### src/rtl/segled_pkg.sv
// segled_pkg: shared types and constants for the seven-segment serial driver.
// Optional feature macro used by the driver: SEGLED_AUTO_REFRESH_EN.
package segled_pkg;

    // Transfer FSM states.
    typedef enum logic [1:0] {
        IDLE   = 2'd0,
        SHIFT  = 2'd1,
        SETTLE = 2'd2
    } state_t;

    // Default frame width: 8 digits x 8 segments.
    localparam int SEG_DATA_W = 64;

    // Counter width for a counter that must hold 0..n-1, never narrower than one bit.
    function automatic int cnt_w(input int n);
        return (n > 1) ? $clog2(n) : 1;
    endfunction

endpackage

### src/rtl/segled_tick_gen.sv
// segled_tick_gen: divider producing a one-cycle tick every CLK_DIV enabled cycles.
// The counter restarts from zero on reset and on every transfer start, so the
// first tick of a transfer always lands CLK_DIV cycles after the start edge.
module segled_tick_gen
    import segled_pkg::*;
#(
    parameter int CLK_DIV = 8
) (
    input  logic i_clk,
    input  logic i_rst,
    input  logic i_clr,
    input  logic i_en,
    output logic o_tick
);

    localparam int CW = cnt_w(CLK_DIV);
    localparam logic [CW-1:0] LAST = CW'(CLK_DIV - 1);

    logic [CW-1:0] r_cnt;

    // Count enabled cycles, wrapping to zero after CLK_DIV-1.
    always_ff @(posedge i_clk) begin
        if (i_rst || i_clr) begin
            r_cnt <= '0;
        end else if (i_en) begin
            if (r_cnt == LAST) begin
                r_cnt <= '0;
            end else begin
                r_cnt <= r_cnt + 1'b1;
            end
        end
    end

    assign o_tick = i_en && (r_cnt == LAST);

endmodule

### src/rtl/segled_shifter.sv
// segled_shifter: serial driver for the seven-segment display shift-register chain.
// Accepts a frame over valid/ready, shifts it MSB-first on a divided seg_clk,
// blanks the display during the transfer and re-enables it after a settle time.
// Optional feature: define SEGLED_AUTO_REFRESH_EN to periodically re-send the
// last host frame while idle.
//
// Handshake: a frame is taken on any rising clk edge where load_valid and
// load_ready are both high; load_ready is high exactly when the FSM is IDLE.
// load_valid outside IDLE is ignored and nothing is queued.
module segled_shifter
    import segled_pkg::*;
#(
    parameter int DATA_W         = SEG_DATA_W,
    parameter int CLK_DIV        = 8,
    parameter int REFRESH_CYCLES = 2_000_000
) (
    input  logic              clk,
    input  logic              rst,
    input  logic              load_valid,
    output logic              load_ready,
    input  logic [DATA_W-1:0] load_data,
    output logic              seg_clk,
    output logic              seg_do,
    output logic              seg_pen,
    output logic              busy
);

    localparam int BW = cnt_w(DATA_W);
    localparam logic [BW-1:0] LAST_BIT = BW'(DATA_W - 1);

    // FSM state is kept in a plain register so checkers can bind to r_state.
    state_t             r_state;
    // Bits still waiting behind the one currently driven on seg_do.
    logic [DATA_W-2:0]  r_shift;
    logic [BW-1:0]      r_bit_cnt;
    logic               r_seg_clk;
    logic               r_seg_do;
    logic               r_seg_pen;

    logic               w_idle;
    logic               w_host_start;
    logic               w_start;
    logic [DATA_W-1:0]  w_start_data;
    logic               w_tick;

    assign w_idle       = (r_state == IDLE);
    assign w_host_start = load_valid && w_idle;

`ifdef SEGLED_AUTO_REFRESH_EN
    localparam int RW = cnt_w(REFRESH_CYCLES);
    localparam logic [RW-1:0] REFRESH_LAST = RW'(REFRESH_CYCLES - 1);

    // The held copy only feeds the refresh path, so it exists only in this build.
    logic [DATA_W-1:0]  r_held;
    logic [RW-1:0]      r_refresh_cnt;
    logic               r_have_frame;
    logic               w_refresh_due;

    // A host offer in the expiry cycle wins, so refresh requires load_valid low.
    assign w_refresh_due = w_idle && r_have_frame && !load_valid
                           && (r_refresh_cnt == REFRESH_LAST);
    assign w_start       = w_host_start || w_refresh_due;
    assign w_start_data  = w_host_start ? load_data : r_held;

    // Idle-time counter; wraps so it stays bounded before the first frame arrives.
    always_ff @(posedge clk) begin
        if (rst) begin
            r_refresh_cnt <= '0;
        end else if (w_start) begin
            r_refresh_cnt <= '0;
        end else if (w_idle) begin
            if (r_refresh_cnt == REFRESH_LAST) begin
                r_refresh_cnt <= '0;
            end else begin
                r_refresh_cnt <= r_refresh_cnt + 1'b1;
            end
        end
    end

    // Remember the last host frame and whether one has ever been accepted.
    always_ff @(posedge clk) begin
        if (rst) begin
            r_held       <= '0;
            r_have_frame <= 1'b0;
        end else if (w_host_start) begin
            r_held       <= load_data;
            r_have_frame <= 1'b1;
        end
    end
`else
    assign w_start      = w_host_start;
    assign w_start_data = load_data;
`endif

    segled_tick_gen #(
        .CLK_DIV (CLK_DIV)
    ) u_tick_gen (
        .i_clk  (clk),
        .i_rst  (rst),
        .i_clr  (w_start),
        .i_en   (!w_idle),
        .o_tick (w_tick)
    );

    // Transfer FSM: load, shift one bit per two tick phases, settle, light display.
    always_ff @(posedge clk) begin
        if (rst) begin
            r_state   <= IDLE;
            r_shift   <= '0;
            r_bit_cnt <= '0;
            r_seg_clk <= 1'b0;
            r_seg_do  <= 1'b0;
            r_seg_pen <= 1'b0;
        end else begin
            case (r_state)
                IDLE: begin
                    if (w_start) begin
                        r_state   <= SHIFT;
                        r_shift   <= w_start_data[DATA_W-2:0];
                        r_bit_cnt <= '0;
                        r_seg_clk <= 1'b0;
                        r_seg_do  <= w_start_data[DATA_W-1];
                        r_seg_pen <= 1'b0;
                    end
                end
                SHIFT: begin
                    if (w_tick) begin
                        if (!r_seg_clk) begin
                            // Rising edge: the chain samples the stable seg_do.
                            r_seg_clk <= 1'b1;
                        end else begin
                            // Falling edge: advance to the next bit or finish.
                            r_seg_clk <= 1'b0;
                            if (r_bit_cnt == LAST_BIT) begin
                                r_state  <= SETTLE;
                                r_seg_do <= 1'b0;
                            end else begin
                                r_seg_do  <= r_shift[DATA_W-2];
                                r_shift   <= {r_shift[DATA_W-3:0], 1'b0};
                                r_bit_cnt <= r_bit_cnt + 1'b1;
                            end
                        end
                    end
                end
                SETTLE: begin
                    if (w_tick) begin
                        r_state   <= IDLE;
                        r_seg_pen <= 1'b1;
                    end
                end
                default: begin
                    r_state <= IDLE;
                end
            endcase
        end
    end

    assign load_ready = w_idle;
    assign busy       = !w_idle;
    assign seg_clk    = r_seg_clk;
    assign seg_do     = r_seg_do;
    assign seg_pen    = r_seg_pen;

endmodule
### config.mk
export PLATFORM = sky130hd
export DESIGN_NAME = segled_shifter
export DESIGN_NICKNAME = d
export VERILOG_FILES = /design/src/rtl/segled_pkg.sv /design/src/rtl/segled_tick_gen.sv /design/src/rtl/segled_shifter.sv
export SDC_FILE = /design/constraint.sdc
export NUM_CORES = 1
export LEC_CHECK = 0
export BUFFER_PORTS_ARGS = -buffer_cell sky130_fd_sc_hd__buf_4
export CELL_PAD_IN_SITES_DETAIL_PLACEMENT = 1
export CELL_PAD_IN_SITES_GLOBAL_PLACEMENT = 2
export CORE_MARGIN = 3
export CORE_UTILIZATION = 34
export CTS_CLUSTER_DIAMETER = 100
export DETAILED_ROUTE_END_ITERATION = 8
export MAX_ROUTING_LAYER = met4
export PLACE_DENSITY_LB_ADDON = 0.1
export SLEW_MARGIN = 20
export SYNTH_ARGS = -nofsm -noshare
export SYNTH_HDL_FRONTEND = slang
export SYNTH_SLANG_ARGS = --single-unit
### constraint.sdc
create_clock -name clk -period 5.1 [get_ports clk]
set_input_delay 1.02 -clock clk [delete_from_list [all_inputs] [get_ports clk]]
set_output_delay 1.02 -clock clk [all_outputs]
set_load 0.02 [all_outputs]
==> results of run 1 <==
## worst max-delay path: stages (launching register included)
cell and delay, ns:
dfxtp_1 0.37, ha_1 0.16, ha_1 0.25, nand3_2 0.15, a21oi_4 0.75, buf_4 0.53
a21oi_1 0.12, a311oi_1 0.29
## worst paths after layout
path                             from     endpoint  slack (ns)  cells after the start
setup / recovery  u_tick_gen.r_cnt[0]  r_shift[51]        2.36                      7
hold / removal            r_shift[60]  r_shift[61]        0.47                      2
setup reg to reg  u_tick_gen.r_cnt[0]  r_shift[51]        2.36                      7
hold reg to reg           r_shift[60]  r_shift[61]        0.47                      2
## per-layer routing
layer,share of wire,global-route usage,up-vias
met3,0.037,0.03701,6
met5,0,-,-
met2,0.47,0.2722,56
li1,-,-,1699
met1,0.49,0.2286,1629
met4,0.0081,0.04599,0
## cells in the mapped netlist, drive strengths merged
cell type  count  area share
nand2        128        0.14
dfxtp         77        0.43
a21oi         76        0.11
a311oi        62        0.15
buf           24       0.047
clkbuf        23       0.024
nor2           8      0.0092
nor3           8       0.013
o21ai          5      0.0070
nand3          4      0.0070
nand4          4      0.0070
ha             3       0.011
and2           2      0.0035
inv            2      0.0021
nand2b         2      0.0056
nand3b         2      0.0042
nor2b          2      0.0035
a211oi         1      0.0021
a21o           1      0.0021
a22oi          1      0.0021
a31oi          1      0.0018
a32oi          1      0.0025
mux2           1      0.0032
mux2i          1      0.0028
o21bai         1      0.0021
o31ai          1      0.0021
o41ai          1      0.0025
or3            1      0.0018
or4            1      0.0021
## cell families after synthesis
family | after synthesis | synth area share
AO/OA/AOI/OAI | 151 | 0.2850
adder cells (fa/ha/maj) | 3 | 0.01056
flip-flops | 77 | 0.4335
multiplexers | 2 | 0.005982
AND/OR/NAND/NOR | 162 | 0.1918
buffers and inverters | 49 | 0.07319
## per-stage QoR
stage	power, uW	instances	utilization
2_1_floorplan	806.7	444	-
3_3_place_gp	877.0	606	0.4082
3_5_place_dp	882.6	606	0.4082
4_1_cts	1357	622	0.4284
5_1_grt	1414	622	0.4284
6_report	1335	622	0.4284
## area by class of cell
| class | count | area [um2] |
|---|---|---|
| fillers | 1221 | 5690 |
| multi-input cells | 318 | 1778 |
| flip-flops and latches | 77 | 1541 |
| repair buffers | 76 | 570.5 |
| well taps | 133 | 166.4 |
| clock buffers | 10 | 137.6 |
| clock inverters | 6 | 62.56 |
| inverters | 2 | 7.507 |
## registers in the layout (all words and copies together) (netlist names)
name / count
r_bit_cnt: 6
u_tick_gen.r_cnt: 3
r_state: 2
seg_clk: 1
seg_pen: 1
seg_do: 1
r_shift: 63
## power groups by stage
stage	clock network [uW]	registers, uW	logic, uW
finish	469	669	198
global placement	0	681	196
detailed placement	0	682	201
floorplan	0	676	131
CTS	487	669	201
global route	515	674	224
==> results.txt, run 1 <==
total I/O pin count: 72
final instance area: 0.004264 mm2
initial DRC count: 154
Sw Pwr: 366.0 uW
DRC Markers: 0
Total Routing Usage GR: 0.1738
Net Count, Synth: 514
Reg clk slew, reported paths: 0.09 ns
status: completed
Fin Hold WS: 0.4690 ns
first-pass GRT wire length: 15990 um
vias: 3390
Placed Instance Area: 0.004064 mm2
Die Height: 108.3 um
Routed wire per std cell: 15.85 um
Post-DRT Antenna Nets: 0
sequential power share: 0.501
largest net degree at the start of global routing: 78
hold buffer count at CTS: 0
Synth Cell Area: 0.003556 mm2
num rows: 36
CTS buffer count: 9
diode count: 0
initial antenna violation count: 0
CTS sink cnt: 77
setup tns final: 0 ns
IO buf count: 71
RSZ-0062 raised after global routing: false
f_max: 365.5 MHz
Clk network pwr share: 0.351
nets: 554
sequential cell area fraction in the yosys report: 0.4335
worst rel slew slack: 0.3951
Sw Ratio: 0.2741
clk_lat worst skew: 0.35 ns
gr ovfl total: 0
Pint: 969.2 uW
Final Hold Fails: 0
Min-Delay Path Class: reg -> reg
pre-CTS setup slack: 2.099 ns
area added between synthesis and finish: 19.92%
Mapped Cells: 444
Crit Path Class: reg -> reg
Leakage: 0.001589 uW
synthesized area per cell: 8.009 um2
Logic pwr share: 0.148
CTS tree: yes
Yosys cell types: 37
Worst Setup Slack, final: 2.364 ns
crit path max fanout: 37
Synth Register Bits: 77
Setup crit start kind: flip-flop
Yosys warnings: 0
vias in the first global route: 3217
cell area power density: 313.1 mW/mm2
fin crit share: 0.5365
layout cells sized above 1: 0.2065
detail-routed via count per cell: 5.450
max cap viols: 0
Clock Skew: 0.01245 ns
Initial Utilization: 0.3572
Arr. time, crit path: 2.99 ns
die area: 0.01172 mm2
crit path capture type: flip-flop
Die W: 108.3 um
most frequent cells in the layout: nand2_1, dfxtp_1, buf_4, a21oi_1, a311oi_1
# Post-CTS Setup Buffers: 0
Initial DRT Pass Iterations: 4
Peak VDD IR: 0.1309 mV
CTS root buffer: clkbuf_8
area of the core: 0.009955 mm2
Total Wirelength: 9859 um
Tightest Pin Transition: 0.9053 ns
routability cong.: 0.7606
Slew Viols, Final: 0
hpwl dp: 5962 um
Max Root-Sink Buffers: 2
CTS resizes: 0
required time worst endpoint: 5.35 ns
H-tree level count: 3
Final setup viols: 0
most common cell after layout, fill and taps aside: nand2_1
Period minus WS final: 2.736 ns
Power figures use the tool's default switching activity.
==> inputs of run 2 (changes only) <==
--- a/config.mk
+++ b/config.mk
@@ -5,11 +5,12 @@
 export SDC_FILE = /design/constraint.sdc
 export NUM_CORES = 1
 export LEC_CHECK = 0
+export ABC_AREA = 1
 export BUFFER_PORTS_ARGS = -buffer_cell sky130_fd_sc_hd__buf_4
 export CELL_PAD_IN_SITES_DETAIL_PLACEMENT = 1
 export CELL_PAD_IN_SITES_GLOBAL_PLACEMENT = 2
 export CORE_MARGIN = 3
-export CORE_UTILIZATION = 34
+export CORE_UTILIZATION = 28
 export CTS_CLUSTER_DIAMETER = 100
 export DETAILED_ROUTE_END_ITERATION = 8
 export MAX_ROUTING_LAYER = met4
==> constraint.sdc (replaced) <==
create_clock -name clk -period 2.7 [get_ports clk]
set_input_delay 0.54 -clock clk [delete_from_list [all_inputs] [get_ports clk]]
set_output_delay 0.54 -clock clk [all_outputs]
set_load 0.02 [all_outputs]
==> results.txt, run 2 <==
status: completed (unchanged)
Total Power: 5083 uW (was 1335 uW)
CTS tree: yes (unchanged)
Slowest cell on crit path: nor2_4 (was a21oi_4)
crit path max fanout: 26 (was 37)
Initial Utilization: 0.2914 (was 0.3572)
layout cells sized above 1: 0.1312 (was 0.2065)
Mapped Cells: 723 (was 444)
top cells by count, synth: nand2_1, nor2_1, inv_1, dfxtp_1, buf_4 (was nand2_1, dfxtp_1, a21oi_1, a311oi_1, clkbuf_1)
diode count: 0 (unchanged)
Clock Skew: 0.004390 ns (was 0.01245 ns)
Die W: 127.3 um (was 108.3 um)
Peak VDD IR: 0.4457 mV (was 0.1309 mV)
Die Height: 127.3 um (was 108.3 um)
Max Root-Sink Buffers: 2 (unchanged)
worst rel slew slack: 0.6144 (was 0.3951)
Yosys cell types: 20 (was 37)
EDFF count, synth: 0 (unchanged)
nets: 851 (was 554)
Total Wirelength: 11660 um (was 9859 um)
Worst setup startpoint: u_tick_gen.r_cnt[0] (unchanged)
area of the core: 0.01415 mm2 (was 0.009955 mm2)
die area: 0.01622 mm2 (was 0.01172 mm2)
area added between synthesis and finish: 24.64% (was 19.92%)
Worst path max stage delay: 0.49 ns (was 0.75 ns)
vias in the first global route: 4173 (was 3217)
Period minus WS final: 2.036 ns (was 2.736 ns)
fin crit share: 0.7541 (was 0.5365)
DRC Markers: 0 (unchanged)
CTS buffer count: 9 (unchanged)
hold buffer count at CTS: 0 (unchanged)
Synth Cell Area: 0.004123 mm2 (was 0.003556 mm2)
most frequent cells in the layout: nand2_1, nor2_1, inv_1, dfxtp_1, buf_4 (was nand2_1, dfxtp_1, buf_4, a21oi_1, a311oi_1)
vias: 4175 (was 3390)
num rows: 43 (was 36)
RSZ-0062 raised after global routing: false (unchanged)
CTS resizes: 0 (unchanged)
Largest register FFs: 63 (unchanged)
Top FF cell, synth: dfxtp_1 (unchanged)
f_max: 491.2 MHz (was 365.5 MHz)
post-synth top area share: 0.3739 (was 0.4335)
Synth area leaders: dfxtp_1, nand2_1, nor2_1, inv_1, buf_4 (was dfxtp_1, a311oi_1, nand2_1, a21oi_1, clkbuf_1)
Slew Viols, Final: 0 (unchanged)
top flop regs: r_shift x63, r_bit_cnt x6, u_tick_gen.r_cnt x3 (unchanged)
most common cell after layout, fill and taps aside: nand2_1 (unchanged)
H-tree level count: 3 (unchanged)
Total Routing Usage GR: 0.1562 (was 0.1738)
Synth Register Bits: 77 (unchanged)
Net Count, Synth: 793 (was 514)
sequential cell area fraction in the yosys report: 0.3739 (was 0.4335)
Reg clk slew, reported paths: 0.06 ns (was 0.09 ns)
Final Hold Fails: 0 (unchanged)
largest net degree at the start of global routing: 63 (was 78)
fill cell count: 1890 (was 1221)
Leakage: 0.002729 uW (was 0.001589 uW)
dominant cell type by area after synthesis: dfxtp_1 (unchanged)
first-pass GRT wire length: 19780 um (was 15990 um)
cell area power density: 989.2 mW/mm2 (was 313.1 mW/mm2)
RR Startpoint: u_tick_gen.r_cnt[0] (unchanged)
setup tns final: 0 ns (unchanged)
pre-CTS setup slack: 0.6715 ns (was 2.099 ns)
Yosys warnings: 0 (unchanged)
Min-Delay Path Class: in -> reg (was reg -> reg)
final instance area: 0.005139 mm2 (was 0.004264 mm2)
clk_lat worst skew: 0.34 ns (was 0.35 ns)
CTS sink cnt: 77 (unchanged)
# Post-CTS Setup Buffers: 0 (unchanged)
initial DRC count: 113 (was 154)
Final setup viols: 0 (unchanged)
gr ovfl total: 0 (unchanged)
routability cong.: 0.8156 (was 0.7606)
IO buf count: 71 (unchanged)
Top reg by flops: r_shift (unchanged)
synthesized area per cell: 5.702 um2 (was 8.009 um2)
max cap viols: 0 (unchanged)
Worst Setup Slack, final: 0.6640 ns (was 2.364 ns)
cell chain of the critical path: ha_1, ha_1, nand3_1, nand2_1, nand2_1, nor2_4, buf_12, nand2_1, nand2_1, nor2_1 (was ha_1, ha_1, nand3_2, a21oi_4, buf_4, a21oi_1, a311oi_1)
Inst Count DP: 950 (was 606)
detail-routed via count per cell: 4.326 (was 5.450)
crit path capture type: flip-flop (unchanged)
Post-DRT Antenna Nets: 0 (unchanged)
hold_sp: rst (was r_shift[60])
required time worst endpoint: 2.94 ns (was 5.35 ns)
CTS root buffer: clkbuf_16 (was clkbuf_8)
Synth async-reset ratio: 0 (unchanged)
Initial DRT Pass Iterations: 4 (unchanged)
Placed Instance Area: 0.004860 mm2 (was 0.004064 mm2)
Tightest Pin Transition: 0.5770 ns (was 0.9053 ns)
Arr. time, crit path: 2.28 ns (was 2.99 ns)
hpwl dp: 8110 um (was 5962 um)
count leader, synth: nand2_1 (unchanged)
total I/O pin count: 72 (unchanged)
Non-Filler Instances: 965 (was 622)
initial antenna violation count: 0 (unchanged)
Crit Path Class: reg -> reg (unchanged)
Setup crit start kind: flip-flop (unchanged)
Routed wire per std cell: 12.09 um (was 15.85 um)
CP most frequent cell: nand2_1 (was ha_1)
[run 2: layer usage]
metal,routed length [um],GRT usage,vias to the layer above
li1,-,-,2212
met1,5380,0.1896,1882
met2,5582,0.2570,69
met3,512,0.03972,12
met4,186,0.04479,0
met5,0,-,-
[run 2: worst paths after layout]
check	cells past startpoint	end	slack, ns
max reg2reg	10	r_shift[28]	0.66
max	10	r_shift[28]	0.66
min	2	r_bit_cnt[1]	0.42
min reg2reg	2	seg_pen	0.46
[run 2: layout make-up]
class / instances / area (um2) / share of cell area
clock buffers: 14 / 274.0 / 0.05332
clock inverters: 1 / 5.005 / 0.0009739
inverters: 83 / 311.5 / 0.06063
multi-input cells: 528 / 2078 / 0.4044
flip-flops and latches: 77 / 1541 / 0.3000
well taps: 180 / 225.2 / 0.04383
repair buffers: 82 / 703.2 / 0.1368
[run 2: per-stage QoR]
step                  util  hold WS [ns]
CTS                 0.3632        0.4001
global route        0.3632        0.4095
detailed placement  0.3434        0.4625
floorplan                -        0.4339
global placement    0.3434        0.4519
finish              0.3632        0.4152
[run 2: kinds of logic after synthesis]
| group | Yosys count | synth area share |
|---|---|---|
| AOI/OAI and AO/OA | 12 | 0.01457 |
| buffers and inverters | 118 | 0.1238 |
| xor gates and xnor gates | 1 | 0.002125 |
| DFF | 77 | 0.3739 |
| and+or+nand+nor | 512 | 0.4765 |
| adders and majority gates | 3 | 0.009106 |
[run 2: power by group]
part           total (uW)  internal [uW]  leakage (uW)  switching [uW]
Sequential           1670           1480      0.000632             188
Combinational        2250            821       0.00196            1430
Clock                1160            692      0.000139             472
[run 2: critical path: cells and delay by family, from the launching register on]
kind,cells,cell delay [ns]
simple gates,7,0.96
fa+ha+maj,2,0.37
flops,1,0.35
buf+inv,1,0.24
